File: config.mk
export PLATFORM = sky130hd
export DESIGN_NAME = eth_clk_rst_seq
export DESIGN_NICKNAME = d
export VERILOG_FILES = /design/src/rtl/eth_clk_pkg.sv /design/src/rtl/eth_sync_2ff.sv /design/src/rtl/eth_clk_rst_seq.sv
export SDC_FILE = /design/constraint.sdc
export NUM_CORES = 1
export LEC_CHECK = 0
export BUFFER_PORTS_ARGS = -buffer_cell sky130_fd_sc_hd__buf_2
export CAP_MARGIN = 20
export CELL_PAD_IN_SITES_DETAIL_PLACEMENT = 0
export CELL_PAD_IN_SITES_GLOBAL_PLACEMENT = 1
export CORE_MARGIN = 2
export CORE_UTILIZATION = 30
export DETAILED_ROUTE_END_ITERATION = 16
export PLACE_DENSITY = 0.67
export REMOVE_ABC_BUFFERS = 1
export SETUP_SLACK_MARGIN = 0.3
export SLEW_MARGIN = 20
export SYNTH_ARGS = -nofsm -noshare
export SYNTH_HDL_FRONTEND = slang
export SYNTH_SLANG_ARGS = --single-unit
File: constraint.sdc
create_clock -name clk_in -period 2.6 [get_ports clk_in]
set_input_delay 0.65 -clock clk_in [delete_from_list [all_inputs] [get_ports clk_in]]
set_output_delay 0.65 -clock clk_in [all_outputs]
set_load 0.01 [all_outputs]
File: src/rtl/eth_clk_pkg.sv
// Shared types and default parameters for the Ethernet clock/reset sequencer.
package eth_clk_pkg;

    typedef enum logic [2:0] {
        StResetMmcm,
        StWaitLock,
        StStable,
        StRun,
        StFault
    } state_e;

    localparam int unsigned DefRstPulseCycles   = 16;
    localparam int unsigned DefLockStableCycles = 1024;
    localparam int unsigned DefLockTimeoutCycles = 65536;
    localparam int unsigned DefMaxRetries       = 4;

    function automatic int unsigned max3(input int unsigned a, input int unsigned b,
                                         input int unsigned c);
        int unsigned m;
        m = (a > b) ? a : b;
        return (m > c) ? m : c;
    endfunction

endpackage

File: src/rtl/eth_sync_2ff.sv
// Generic two-flop single-bit synchronizer with synchronous active-high reset.
module eth_sync_2ff (
    input  logic clk_i,
    input  logic rst_i,
    input  logic d_i,
    output logic q_o
);

    logic meta_q;
    logic sync_q;

    // Two-stage capture of the asynchronous input.
    always_ff @(posedge clk_i) begin
        if (rst_i) begin
            meta_q <= 1'b0;
            sync_q <= 1'b0;
        end else begin
            meta_q <= d_i;
            sync_q <= meta_q;
        end
    end

    assign q_o = sync_q;

endmodule

File: src/rtl/eth_clk_rst_seq.sv
// MMCM reset/lock sequencer and Ethernet-domain reset generator.
module eth_clk_rst_seq
    import eth_clk_pkg::*;
#(
    parameter int unsigned RST_PULSE_CYCLES    = DefRstPulseCycles,
    parameter int unsigned LOCK_STABLE_CYCLES  = DefLockStableCycles,
    parameter int unsigned LOCK_TIMEOUT_CYCLES = DefLockTimeoutCycles,
    parameter int unsigned MAX_RETRIES         = DefMaxRetries
) (
    input  logic                               clk_in,
    input  logic                               rst_in,
    input  logic                               clk_locked_i,
    input  logic                               clear_fault_i,
    output logic                               mmcm_rst_o,
    output logic                               eth_rst_o,
    output logic                               ready_o,
    output logic                               fault_o,
    output logic [$clog2(MAX_RETRIES+1)-1:0]   retry_cnt_o
);

    localparam int unsigned RetryW = $clog2(MAX_RETRIES + 1);
    localparam int unsigned CntMax = max3(RST_PULSE_CYCLES, LOCK_STABLE_CYCLES,
                                          LOCK_TIMEOUT_CYCLES);
    localparam int unsigned CntW   = $clog2(CntMax + 1);

    localparam logic [CntW-1:0]   PulseLast   = CntW'(RST_PULSE_CYCLES - 1);
    localparam logic [CntW-1:0]   StableLast  = CntW'(LOCK_STABLE_CYCLES - 1);
    localparam logic [CntW-1:0]   TimeoutLast = CntW'(LOCK_TIMEOUT_CYCLES - 1);
    localparam logic [RetryW-1:0] RetryLimit  = RetryW'(MAX_RETRIES);

    state_e              state_q, state_d;
    logic [CntW-1:0]     cnt_q, cnt_d;
    logic [RetryW-1:0]   retry_q, retry_d;
    logic                mmcm_rst_q, eth_rst_q, ready_q, fault_q;
    logic                lock_s;

    eth_sync_2ff u_lock_sync (
        .clk_i (clk_in),
        .rst_i (rst_in),
        .d_i   (clk_locked_i),
        .q_o   (lock_s)
    );

    // Next-state, shared counter and retry bookkeeping.
    always_comb begin
        state_d = state_q;
        cnt_d   = cnt_q + CntW'(1);
        retry_d = retry_q;

        unique case (state_q)
            StResetMmcm: begin
                if (cnt_q == PulseLast) begin
                    state_d = StWaitLock;
                end
            end
            StWaitLock: begin
                // Lock wins over a coincident timeout.
                if (lock_s) begin
                    state_d = StStable;
                end else if (cnt_q == TimeoutLast) begin
                    retry_d = retry_q + RetryW'(1);
                    state_d = (retry_d == RetryLimit) ? StFault : StResetMmcm;
                end
            end
            StStable: begin
                if (!lock_s) begin
                    state_d = StWaitLock;
                end else if (cnt_q == StableLast) begin
                    state_d = StRun;
                end
            end
            StRun: begin
                cnt_d = '0;
                if (!lock_s) begin
                    state_d = StResetMmcm;
                end
            end
            StFault: begin
                cnt_d = '0;
                if (clear_fault_i) begin
                    state_d = StResetMmcm;
                    retry_d = '0;
                end
            end
            default: begin
                state_d = StResetMmcm;
            end
        endcase

        if (state_d == StRun) begin
            retry_d = '0;
        end
        if (state_d != state_q) begin
            cnt_d = '0;
        end
    end

    // State, counter and registered outputs decoded from the next state.
    always_ff @(posedge clk_in) begin
        if (rst_in) begin
            state_q    <= StResetMmcm;
            cnt_q      <= '0;
            retry_q    <= '0;
            mmcm_rst_q <= 1'b1;
            eth_rst_q  <= 1'b1;
            ready_q    <= 1'b0;
            fault_q    <= 1'b0;
        end else begin
            state_q    <= state_d;
            cnt_q      <= cnt_d;
            retry_q    <= retry_d;
            mmcm_rst_q <= (state_d == StResetMmcm) || (state_d == StFault);
            eth_rst_q  <= (state_d != StRun);
            ready_q    <= (state_d == StRun);
            fault_q    <= (state_d == StFault);
        end
    end

    assign mmcm_rst_o  = mmcm_rst_q;
    assign eth_rst_o   = eth_rst_q;
    assign ready_o     = ready_q;
    assign fault_o     = fault_q;
    assign retry_cnt_o = retry_q;

endmodule

Yosys cells after proc, flatten, opt, wreduce, memory -nomap -nowiden
Index checks and enable logic that the tools add are counted.

word-level totals
  output and inout bits = 7
  flip-flop bits (word level) = 29

operators by class
  equality and inequality tests = 15
  reductions and logical operators = 7
  muxes and demuxes = 13
  add/subtract/negate cells = 2

operator list
  cell                     number
  $mux W3                  11
  $add A17 B1 Y17 const B  1
  $eq A17 B10 Y1 const B   1
  $eq A17 B16 Y1 const B   1
  $eq A17 B4 Y1 const B    1
  $pmux W3 S5              1
  $eq A3 B2 Y1 const B     3
  $eq A3 B3 Y1 const B     3
  $logic_not A3 Y1         2
  $ne A2 B2 Y1 const B     3
  $pmux W3 S2              1
  $reduce_and A4 Y1        1
  $reduce_or A4 Y1         1
  $add A3 B1 Y3 const B    1
  $eq A3 B1 Y1 const B     1
  $ne A3 B2 Y1 const B     1
  $ne A3 B3 Y1             1
  $reduce_bool A2 Y1       1
  $reduce_or A2 Y1         1
  $logic_or A1 B1 Y1       1

Logic depth before layout (Yosys ltp)
  depth after elaboration = 8
  mapped depth = 11

By module
Synthesis repeated with hierarchy kept, for this count alone.

second synthesis, totals
  cell total of the unflattened synthesis = 152
  area, all modules = 1380.1 um^2

by module, submodules not included
  module           cells each  area each (um^2)  instances
  eth_clk_rst_seq  148         1327.5            1
  eth_sync_2ff     4           52.6              1

Least setup slack after synthesis
No wires, ideal clock.

  path type = reg2reg
  from = register cnt_q[0]
  to = register cnt_q[13]
  arrival = 2446 ps
  slack = 35 ps
  cell stages (with the launch flop) = 12
  path buffers = 1
  library setup time = 119 ps
  cells stage by stage = dfxtp_1 ha_1 nand3_1 nor2_1 nand2_1 nor3_1 ha_1 nor4bb_1 nand3_1 o2111ai_1 buf_2 nor3_1

on the way
  cells in the longest elaborated chain, start to end = 6
  elaborated cells between the ends (all ways) = 12
  those cells by class = add/sub (1); eq/ne (4); mux (6); reduce/logical (1)

RTL lines
  what                                              line                                          RTL
  from (decl)                                       eth_clk_rst_seq.sv:32                         logic [CntW-1:0] cnt_q, cnt_d;
  from (signal assigned)                            eth_clk_rst_seq.sv:110                        cnt_q <= cnt_d;
  $eq A17 B10 Y1 or $eq A17 B16 Y1 (tied branches)  eth_clk_rst_seq.sv:68, eth_clk_rst_seq.sv:60
  $mux W3, on equally long branches                 eth_clk_rst_seq.sv:68, eth_clk_rst_seq.sv:60
  $mux W3, on equally long branches                 eth_clk_rst_seq.sv:66, eth_clk_rst_seq.sv:58
  $pmux W3 S5                                       eth_clk_rst_seq.sv:50                         unique case (state_q)
  $ne A3 B3 Y1                                      eth_clk_rst_seq.sv:93                         if (state_d != state_q) begin
  $reduce_or A4 Y1 (no line)                        n/a

Parallel ways exist; a longest one is shown, timed or not.
A chain may end at the register's enable or synchronous reset.

Worst setup path in the final report
  from = register cnt_q[5]
  to = register cnt_q[2]

on the way
  cells in the longest elaborated chain, start to end = 6
  elaborated cells between the ends (all ways) = 11
  those cells by class = eq/ne (4); mux (6); reduce/logical (1)

RTL lines
  what                                              line
  $eq A17 B10 Y1 or $eq A17 B16 Y1 (tied branches)  eth_clk_rst_seq.sv:68, eth_clk_rst_seq.sv:60
  $mux W3, on equally long branches                 eth_clk_rst_seq.sv:68, eth_clk_rst_seq.sv:60
  $mux W3, on equally long branches                 eth_clk_rst_seq.sv:66, eth_clk_rst_seq.sv:58
  $pmux W3 S5 *                                     eth_clk_rst_seq.sv:50
  $ne A3 B3 Y1 *                                    eth_clk_rst_seq.sv:93
  $reduce_or A4 Y1 (no line) *                      n/a

Mark *: on every way between the ends. The rest lies on a longest branch, timed or not.

==> impl_metrics.ini <==
[timing]
fmax_mhz = 470
finalCritPeriodShare_pct = 81.9
setup_viol = 0
rsz0062_at_grt = yes
finalCriticalPeriod_ns = 2.13
relSlewSlack_pct = 56.5
hold_violations = 0
tns_ns = 0
worst_pin_slew_ns = 0.652
finClkSkew_ns = 0.00585
drv_slew = 0
holdWs_ns = 0.449

[worst_setup_path]
path_max_fanout = 8
max_stage_delay_ns = 0.42
crit_arrival_ns = 2.29
rr_worst_depth = 10
cp-end-kind = register
worstReg2RegStart = cnt_q[5]$_SDFF_PP0_
startpoint_type = register
path_cells = nand4_2 > nor2_2 > nand2_1 > nor3_2 > ha_2 > nor4bb_4 > nand3_2 > o2111ai_4 > buf_6 > nor2_1
crit_start = cnt_q[5]$_SDFF_PP0_
required_ns = 2.76
path_class = register to register
cp_slowest_cell = dfxtp_1

[pwr]
p_per_area_nw_per_um2 = 511
vdd_ir_drop_max_uv = 243
total_leakage_power_nw = 0.574

[drt]
drt_iter0_drc = 39
avgRoutedWirePerCell_um = 13.3
route.vias.total = 1145
ant_nets = 0
drc_errors = 0
drt-pass1-iter-count = 4
drt-vias-per-instance = 5.11
routed_wl_um = 2990

[clocking]
clk_latency_ns = 0.27
clock_path_buffers = 2
cts_buffers = 5
holdBufCountCts = 0
cts_tree = yes
clock-sinks = 29
clockRootBuffer = clkbuf_8
htree_levels = 2
clk_pin_slew_ns = 0.06

[logic_synthesis]
async_reset_ff_share_pct = 0
yosysWarningCount = 0
synth_edf_count = 0
synth_cells = 145
synth_area_per_cell_um2 = 9.28
ys.flop_type = dfxtp_1
syn_area_um2 = 1350
yosys.area.top_type = dfxtp_1
synth.distinct_cells = 36
synthTopCellsByArea = dfxtp_1, nor3_1, xnor2_1, ha_1, nand3_1
synth_common_cells = dfxtp_1, nor3_1, xnor2_1, nor2_1
synth.ff_latch_count = 29
yosysMostFrequentCell = dfxtp_1
seq_area_frac_synth_pct = 43.2
synth_top_area_share_pct = 43.2

[placement]
place_hpwl_um = 2080
place.gp.congestion = 0.795
io_buffers = 10

[global_routing]
gr-total-overflow = 0
grt_max_degree = 18
grt_usage_pct = 12.7
grt_pass1_vias = 1099
grt_pass1_wl_um = 5030
antenna_found_initial = 0

[floorplan]
dieArea_um2 = 5040
die_w_um = 71.0
die_h_um = 71.0
rows = 24
start_util_pct = 31.1
ioPinCount = 11
coreArea_um2 = 4320

[hold_path]
hold_path_depth = 1
hp-class = register to register
min-delay-start = u_lock_sync.meta_q$_SDFF_PP0_

[cells_and_area]
nets = 181
insertedDiodeCount = 0
area_growth_pct = 26.3
final_core_utilization_pct = 39.3
drive_gt1_share_pct = 27.3

[outcome]
outcome = completed

[run]
drv_cap = 0
## path summary, 6_finish.rpt
path / to / slack [ns]
worst max-delay path: cnt_q[2]$_SDFF_PP0_ / 0.47
worst max register to register: cnt_q[2]$_SDFF_PP0_ / 0.47
worst min register to register: u_lock_sync.q_o$_SDFF_PP0_ / 0.45
worst min-delay path: u_lock_sync.q_o$_SDFF_PP0_ / 0.45
## kinds of logic after synthesis
logic type	share of synthesized area, %
AO/OA/AOI/OAI	11.4
XOR/XNOR	9.12
adder cells (fa/ha/maj)	4.65
buffers and inverters	4.00
flip-flops	43.2
AND/OR/NAND/NOR	27.6
## registers in the layout (all words and copies together), names as in the netlist
name,flops
cnt_q,17
ready_o,1
retry_cnt_o,3
state_q,3
u_lock_sync.q_o,1
fault_o,1
eth_rst_o,1
mmcm_rst_o,1
u_lock_sync.meta_q,1
## per-layer routing
metal	share of wire, %	routed length (µm)	track usage, %
met1	45	1350	14.9
met2	51	1520	21.5
met3	3.0	90	3.70
met4	0.94	28	5.66
met5	0	0	0
## final cells by class
| type | count | area, µm² |
|---|---|---|
| Clock buffer | 7 | 86.3 |
| Multi-Input combinational cell | 106 | 776 |
| Inverter | 6 | 22.5 |
| Sequential cell | 29 | 583 |
| Tap cell | 52 | 65.1 |
| Fill cell | 439 | 2630 |
| Timing Repair Buffer | 24 | 166 |
## power breakdown
group	switching (mW)	total [mW]	leakage, nW	internal [mW]
clock	0.154	0.364	0.0443	0.209
combinational	0.0216	0.0434	0.294	0.0219
sequential	0.00910	0.462	0.235	0.453
## worst max-delay path, delay by kind of cell (launching register included)
family | cells | cell delay (ns)
simple gates | 7 | 1.03
flops | 1 | 0.42
fa+ha+maj | 1 | 0.21
buf+inv | 1 | 0.18
compound gates | 1 | 0.17
## layout by cell type, fill, tap and decap left out, drive strengths merged
| cell type | n |
|---|---|
| dfxtp | 29 |
| nor3 | 25 |
| buf | 24 |
| xnor2 | 13 |
| nor2 | 9 |
| nand2 | 7 |
| nand3 | 7 |
| clkbuf | 7 |
| inv | 6 |
| nor4 | 5 |
| ha | 5 |
| a21oi | 4 |
| o21ai | 4 |
| a211oi | 4 |
| nor2b | 3 |
| nand4 | 3 |
| nand2b | 2 |
| o21bai | 2 |
| nor3b | 2 |
| or4 | 1 |
| a221oi | 1 |
| o21a | 1 |
| nor4bb | 1 |
| nand3b | 1 |
| o2111ai | 1 |
| xor2 | 1 |
| o21ba | 1 |
| and3b | 1 |
| a32oi | 1 |
| nand4bb | 1 |
## timing repair
item	CTS	global route
setup buffers	0	7
gates cloned	0	2
endpoints found under the setup margin	21	21
pin swaps	0	5
endpoints found under the hold margin	0	0
gates resized for setup	4	15
## stage by stage
step                      setup slack, ns  std cells  instance area (µm²)  power, mW
after detailed placement           0.0991        208                 1470      0.500
final                               0.471        224                 1700      0.869
after global placement              0.201        208                 1470      0.498
after floorplan                    0.0501        141                 1310      0.487
after CTS                           0.351        215                 1580      0.868
after global routing                0.279        224                 1700      0.911
Note: power is estimated with default switching activity, not from simulation.
